File: src/rtl/microwave_timer.sv
// Microwave countdown timer: BCD keypad entry into an M:SS setting, a per-second
// countdown while the magnetron is on, a 0:00 level flag and a one-cycle completion pulse.
module microwave_timer #(
    parameter int unsigned TICKS_PER_SEC = 100
) (
    input  logic       clk,
    input  logic       resetn,
    input  logic       clearn,
    input  logic       keypad_valid,
    input  logic [3:0] keypad_digit,
    input  logic       mag_on,
    output logic [3:0] sec_ones,
    output logic [3:0] sec_tens,
    output logic [3:0] min_ones,
    output logic       timer_done,
    output logic       done_pulse
);

    localparam int unsigned PW = (TICKS_PER_SEC > 1) ? $clog2(TICKS_PER_SEC) : 1;
    localparam logic [PW-1:0] LastTick = PW'(TICKS_PER_SEC - 1);

    logic [3:0]    r_sec_ones, r_sec_tens, r_min_ones;
    logic [3:0]    w_sec_ones, w_sec_tens, w_min_ones;
    logic [PW-1:0] r_presc, w_presc;
    logic          r_done, w_done;
    logic          w_zero;
    logic          w_wrap;
    logic          w_entry;

    assign w_zero  = (r_sec_ones == 4'd0) && (r_sec_tens == 4'd0) && (r_min_ones == 4'd0);
    assign w_wrap  = (r_presc == LastTick);
    assign w_entry = keypad_valid && !mag_on && (keypad_digit <= 4'd9);

    // Next-state: clear, then entry, then countdown, otherwise hold.
    always_comb begin
        w_sec_ones = r_sec_ones;
        w_sec_tens = r_sec_tens;
        w_min_ones = r_min_ones;
        w_presc    = r_presc;
        w_done     = 1'b0;
        if (!clearn) begin
            w_sec_ones = 4'd0;
            w_sec_tens = 4'd0;
            w_min_ones = 4'd0;
            w_presc    = '0;
        end else if (w_entry) begin
            w_min_ones = r_sec_tens;
            w_sec_tens = r_sec_ones;
            w_sec_ones = keypad_digit;
            w_presc    = '0;
        end else if (mag_on && !w_zero) begin
            if (w_wrap) begin
                w_presc = '0;
                if (r_sec_ones != 4'd0) begin
                    w_sec_ones = r_sec_ones - 4'd1;
                end else if (r_sec_tens != 4'd0) begin
                    w_sec_ones = 4'd9;
                    w_sec_tens = r_sec_tens - 4'd1;
                end else begin
                    w_sec_ones = 4'd9;
                    w_sec_tens = 4'd5;
                    w_min_ones = r_min_ones - 4'd1;
                end
                // Only 0:01 decrements into 0:00.
                w_done = (r_min_ones == 4'd0) && (r_sec_tens == 4'd0) && (r_sec_ones == 4'd1);
            end else begin
                w_presc = r_presc + 1'b1;
            end
        end
    end

    // State registers with asynchronous reset to 0:00.
    always_ff @(posedge clk or negedge resetn) begin
        if (!resetn) begin
            r_sec_ones <= 4'd0;
            r_sec_tens <= 4'd0;
            r_min_ones <= 4'd0;
            r_presc    <= '0;
            r_done     <= 1'b0;
        end else begin
            r_sec_ones <= w_sec_ones;
            r_sec_tens <= w_sec_tens;
            r_min_ones <= w_min_ones;
            r_presc    <= w_presc;
            r_done     <= w_done;
        end
    end

    assign sec_ones   = r_sec_ones;
    assign sec_tens   = r_sec_tens;
    assign min_ones   = r_min_ones;
    assign timer_done = w_zero;
    assign done_pulse = r_done;

endmodule

File: config.mk
export PLATFORM = sky130hd
export DESIGN_NAME = microwave_timer
export DESIGN_NICKNAME = d
export VERILOG_FILES = /design/src/rtl/microwave_timer.sv
export SDC_FILE = /design/constraint.sdc
export NUM_CORES = 1
export LEC_CHECK = 0
export BUFFER_PORTS_ARGS = -buffer_cell sky130_fd_sc_hd__buf_4
export CELL_PAD_IN_SITES_DETAIL_PLACEMENT = 2
export CELL_PAD_IN_SITES_GLOBAL_PLACEMENT = 2
export CORE_AREA = 2 2 65 67
export DETAILED_ROUTE_END_ITERATION = 8
export DIE_AREA = 0 0 67 69
export GPL_TIMING_DRIVEN = 1
export PLACE_DENSITY_LB_ADDON = 0.12
export REMOVE_ABC_BUFFERS = 1
export SYNTH_ARGS = -nofsm -noshare
export SYNTH_HDL_FRONTEND = slang
export SYNTH_SLANG_ARGS = --single-unit
File: constraint.sdc
create_clock -name clk -period 3.4 [get_ports clk]
set_input_delay 0.34 -clock clk [delete_from_list [all_inputs] [get_ports clk]]
set_output_delay 0.34 -clock clk [all_outputs]
set_load 0.01 [all_outputs]
==> impl_results.md, run 1 <==
- Vias: between 1k and 1.5k
- Clock H-tree levels: 1
- Vias/cell: 6.02
- Placed Cells incl. Taps: 216
- CTS buffer count: 3
- Cell taking the most area after synthesis: dfrtp_1
- DPL Wire Length: 3000 µm
- Register area share after synthesis: 36.8%
- Largest net degree at the start of global routing: 21
- PD cells: 373 mW/mm²
- Final cell count without fillers: around 220
- Latest clock arrival within the worst-skew pair: 280 ps
- CORE AREA: between 0.003 and 0.004 mm²
- Post-route ant nets: 0
- #FFs+latches synth: 20
- Area contributors post-synth: dfrtp_1 37%, mux2i_1 4.4%, o21ai_0 4.4%, nand2_1 3.3%, o211ai_1 3.3%
- Status: finished, final reports clean
- Worst Path Max Fanout: 13
- Gpl congestion: 0.786
- Routed wire length: about 4300 µm
- Die Ht: 69 µm
- Layout cells sized above 1: between 20% and 30%
- FF/Latch Area: approximately 500 µm²
- Total power draw: 606 µW
- P&R area growth vs syn: 19.5%
- Avg Inst Size Synth: about 8.9 µm²
- Syn Inst Count: 152
- Post-synth ARST share: 100%
- First-pass GRT wire length: 7560 µm
- Max-slew violations: 0
- Worst-margin pin slew: 722 ps
- FILL cells: 450
- DRT iter0 DRCs: 51
- Worst vdd ir: 0.000133 V
- Top_reg_cell synth: dfrtp_1
- Synthesized cell area: 0.00136 mm²
- CTS-repair resized insts: 0
- Total GRT Usage: 21.2%
- Vias in the first global route: 1444
- Top cell type's share of synthesized area: 36.8%
- Pre-Repair DR Iteration Count: 4
- Total gr overflow: 0
- Clock Skews: 6.06 ps
- Req. time, crit path: 3060 ps
- Inserted Diodes: 0
- Top-count cell post-synth: dfrtp_1
- Fin crit share: 76.8%
- # rows: 23
- Drt drc: 0
- DIE AREA: 0.00462 mm²
- Starting Density: between 30% and 40%
- EDFF count, synth: 0
- Cell Area, Placed: about 0.0016 mm²
- Number of synthesis warnings: 0
- Hold Crit Class: primary input to flop
- Worst-path clk slew: around 90 ps
- Static leakage: 0.000692 µW
- Max-slew headroom: 51.7%
- Ports: 23
- Clock Path Buffers: 2
- RSZ-0062 raised after global routing: no
- Final setup viols: 0
- Multi-input logic area: 795 µm²
- Setup CP Type: flop to output pin
- Startpoint types: flop
- F_max: around 0.38 GHz
- Initial antenna violation count: 0
- Min Hold Slack: 361 ps
- Wirelength per Cell: 19.5 µm
- Worst path arrival time: 2270 ps
- Chip Width: between 60 and 70 µm
- Setup TNS: 0 ps
- CP endpoint kind: output pin
- Max Cap Violations: 0
- TritonCTS clock tree: yes
- Clock sinks: 20
- CTS root buf: clkbuf_8
- Synth unique cells: 46
- Min Clock Period, post-route: between 2000 and 3000 ps
- Leading cell types by count after synthesis: 20 x dfrtp_1, 12 x nand2_1, 12 x o21ai_0, 8 x a21oi_1, 8 x clkbuf_1
- Buffers on Ports: 22
- Layout Cell Area excl Fill: 0.00163 mm²
- Layout net count: between 150 and 200
- Final hold violation count: 0
## area by class of cell
| class | instances | area share [%] |
|---|---|---|
| well taps | 50 | 3.85 |
| inverters | 6 | 1.39 |
| clock buffers | 4 | 3.39 |
| multi-input cells | 116 | 48.9 |
| flip-flops and latches | 20 | 30.8 |
| repair buffers | 25 | 11.7 |
## timing repair
| action | in CTS | in global routing |
|---|---|---|
| endpoints found under the hold margin | 20 | 0 |
| setup buffers | 0 | 0 |
| hold buffers | 1 | 0 |
## routing by layer
| metal | wire, µm | global-route usage (%) | vias up |
|---|---|---|---|
| li1 | - | - | 620 |
| met1 | 1980 | 29.2 | 680 |
| met2 | 2120 | 33.4 | 24 |
| met3 | 120 | 2.45 | 7 |
| met4 | 81 | 8.39 | 0 |
| met5 | 0 | 0 | - |
## per-stage QoR
stage	setup WS, ps	util (%)
finish	789	41.5
global route	648	41.5
CTS	769	41.5
detailed placement	1090	39.9
global placement	1170	39.9
floorplan	1350	-
## registers in the layout, indices dropped and copies added, names as in the netlist
| name | flops |
|---|---|
| sec_ones | 4 |
| done_pulse | 1 |
| r_presc | 7 |
| min_ones | 4 |
| sec_tens | 4 |
## cell usage in the layout (no fill, tap or decap), types with 4 or more instances in the layout
cell	synthesis	final
a21oi_1	8	8
nor2_1	6	6
or3_1	5	5
dfrtp_1	20	20
nand2_1	12	12
o21ai_0	12	12
buf_4	1	24
mux2i_1	6	6
clkbuf_8	0	4
o31ai_1	6	6
a31oi_1	4	4
and3_1	6	6
o211ai_1	6	6
inv_1	6	6
nand3_1	5	5
or4_1	5	5
## worst paths after layout
kind | startpoint | to | slack, ps | cells after the start
min reg2reg | r_presc[1]$_DFFE_PN0P_ | r_presc[1]$_DFFE_PN0P_ | 570 | 2
min in group asynchronous | resetn | min_ones[3]$_DFFE_PN0P_ | 480 | 2
max | min_ones[0]$_DFFE_PN0P_ | timer_done | 790 | 5
max reg2reg | min_ones[0]$_DFFE_PN0P_ | sec_ones[1]$_DFFE_PN0P_ | 1150 | 6
min | clearn | min_ones[2]$_DFFE_PN0P_ | 360 | 3
max in group asynchronous | resetn | r_presc[3]$_DFFE_PN0P_ | 2690 | 2
## cells by family (layout without fill, tap and decap cells)
group / Yosys count / in the layout / share of synthesized area (%)
adder cells (fa/ha/maj): 2 / 2 / 1.84
AND/OR/NAND/NOR: 58 / 58 / 26.2
flip-flops: 20 / 20 / 36.8
multiplexers: 6 / 6 / 4.42
buffers and inverters: 16 / 35 / 4.78
AO/OA/AOI/OAI: 50 / 50 / 25.9
## where the power goes
group          switching, µW  internal [µW]  total, µW
registers               18.5            247        265
logic                   87.0           56.3        143
clock network           93.7            104        197
total                    199            407        606
## worst max-delay path, stage by stage (launching register included)
cell	delay, ps
dfrtp_1	400
inv_1	100
ha_1	180
or3b_2	560
nor3_4	530
buf_4	220
(Power assumes the default switching activity.)
==> inputs of run 2 (changes only) <==
CORE_AREA = 2 2 71 73   (was 2 2 65 67)
DIE_AREA = 0 0 73 75   (was 0 0 67 69)
clock period = 2.25 ns   (was 3.4 ns; I/O delays follow)
==> run 2 against run 1 <==
  * Register-to-register slack worse by 950 ps
  * Global-route usage decreased by 3.2 points
  * Non-clock buffer count rose by 7
  * Wire length is 3.9% higher
  * Flip-flop and latch count is the same
  * Final cell count up 5.0%
  * First-iteration DRC count increased by 43%
  * Critical path depth rose by 1
  * Die area increased by 18%
  * Sequential share of layout area decreased by 1.4 points
  * Worst setup slack got worse by 700 ps
  * Clock-buffer cell count decreased by 1
==> impl_results.md, run 2 (synthesis results as in run 1) <==
- Vias/cell: 5.75
- Met2 Use GR: 31.1%
- Worst-margin pin slew: 440 ps
- Pre-Repair DR Iteration Count: 4
- Worst vdd ir: 0.000202 V
- Total power draw: 1020 µW
- Starting Density: between 20% and 30%
- Vias: around 1.3k
- Worst-path clk slew: 80 ps
- Vias in the first global route: 1407
- Clock sinks: 20
- Crit path max-delay cell type: or3b_4
- PD cells: approximately 600 mW/mm²
- Fin crit share: 95.9%
- Clock H-tree levels: 1
- Hold Crit Class: primary input to flop
- Layout cells sized above 1: between 20% and 30%
- Max reg flops: 7
- Layout net count: 190
- Count of buffer and inverter cells on the critical path: 3
- Total gr overflow: 0
- Max-slew headroom: 70.6%
- Worst path top cell family by delay: simple AND/OR/NAND/NOR gates
- CP endpoint kind: output pin
- Most frequent cells in the layout: 30 x buf_4, 20 x dfrtp_1, 12 x o21ai_0, 12 x nand2_1, 8 x a21oi_1
- CP Cell Sequence: inv_1 > ha_1 > or3b_4 > nor3_4 > buf_6 > buf_4
- RSZ-0062 raised after global routing: no
- Inserted Diodes: 0
- F_max: 0.464 GHz
- Largest net degree at the start of global routing: 21
- First-pass GRT wire length: 7530 µm
- CTS root buf: clkbuf_8
- Initial antenna violation count: 0
- Clock Skews: ~4.2 ps
- Slowest stage delay, CP: 450 ps
- Chip Width: between 70 and 80 µm
- CORE AREA: 0.00466 mm²
- CTS buffer count: 3
- Setup TNS: 0 ps
- Die Ht: 75 µm
- Max Cap Violations: 0
- Postcts setup bufs: 0
- FILL cells: 514
- Commonest non-fill, non-tap cell in the layout: buf_4
- Gpl congestion: between 0.7 and 0.8
- Clock Path Buffers: 2
- Drt drc: 0
- Startpoint types: flop
- Latest clock arrival within the worst-skew pair: roughly 270 ps
- Ports: 23
- Worst Path Max Fanout: 13
- Met1 usage: 23.6%
- GR peak layer: met2
- Wirelength per Cell: 19.3 µm
- TritonCTS clock tree: yes
- # rows: 25
- DIE AREA: roughly 0.0055 mm²
- Top reg by flops: r_presc
- Min Clock Period, post-route: 2160 ps
- Setup CP Type: flop to output pin
- P&R area growth vs syn: 25.4%
- DRT iter0 DRCs: 73
- Routed wire length: ~4500 µm
- Final hold violation count: 0
- Met3 GRT Util: 2.28%
- Total GRT Usage: 18.0%
- Status: finished, final reports clean
- Final setup viols: 0
- Static leakage: 0.000735 µW
- Max-slew violations: 0
- DPL Wire Length: 3300 µm
- Req. time, crit path: 2030 ps
- Worst path arrival time: just under 2000 ps
- Post-route ant nets: 0
- Buffers on Ports: 22
## run 2: stage by stage
stage,utilization (%),worst slack (ps),area (µm²),hold slack [ps],instances
global route,36.6,13.3,1710,252,232
finish,36.6,93.1,1710,255,232
detailed placement,34.7,85.2,1620,133,227
CTS,36.5,40.2,1700,253,232
floorplan,-,195,1320,-70.6,142
global placement,34.7,177,1620,137,227
## run 2: cell type report
type,instances,area (µm²),area share [%]
sequential,20,500,29.3
clock buffer,3,41.3,2.42
tap,54,67.6,3.96
timing repair buffer,32,246,14.5
clock inverter,1,30.0,1.76
multi-input combinational,116,797,46.7
inverter,6,22.5,1.32
## run 2: worst paths after layout
path	startpoint	endpoint	cells after the start	slack (ps)
setup / recovery	min_ones[0]$_DFFE_PN0P_	timer_done	6	90
hold / removal	clearn	sec_ones[3]$_DFFE_PN0P_	3	260
setup reg to reg	sec_tens[1]$_DFFE_PN0P_	sec_tens[0]$_DFFE_PN0P_	4	200
hold reg to reg	r_presc[1]$_DFFE_PN0P_	r_presc[1]$_DFFE_PN0P_	2	600
max in group asynchronous	resetn	sec_ones[3]$_DFFE_PN0P_	2	1660
min in group asynchronous	resetn	done_pulse$_DFF_PN0_	2	370
## run 2: tightest hold or removal path: cells and delay by family
kind                   cells  cell delay, ps
buffers and inverters      1             150
AOI/OAI and AO/OA          2             110
## run 2: routing by layer
metal,vias up,share of wire (%)
met5,-,0
met4,0,1.3
met3,5,2.5
met2,21,50
met1,676,46
li1,631,-
## run 2: power breakdown
part,internal [µW],switching [µW]
Combinational,102,146
Clock,238,141
Sequential,373,18.1
## run 2: repair_timing
action	4_1_cts	5_1_grt
hold endpoints to repair	20	0
gates resized for setup	1	1
hold buffers	1	0
pin swaps	0	0
endpoints found under the setup margin	1	1
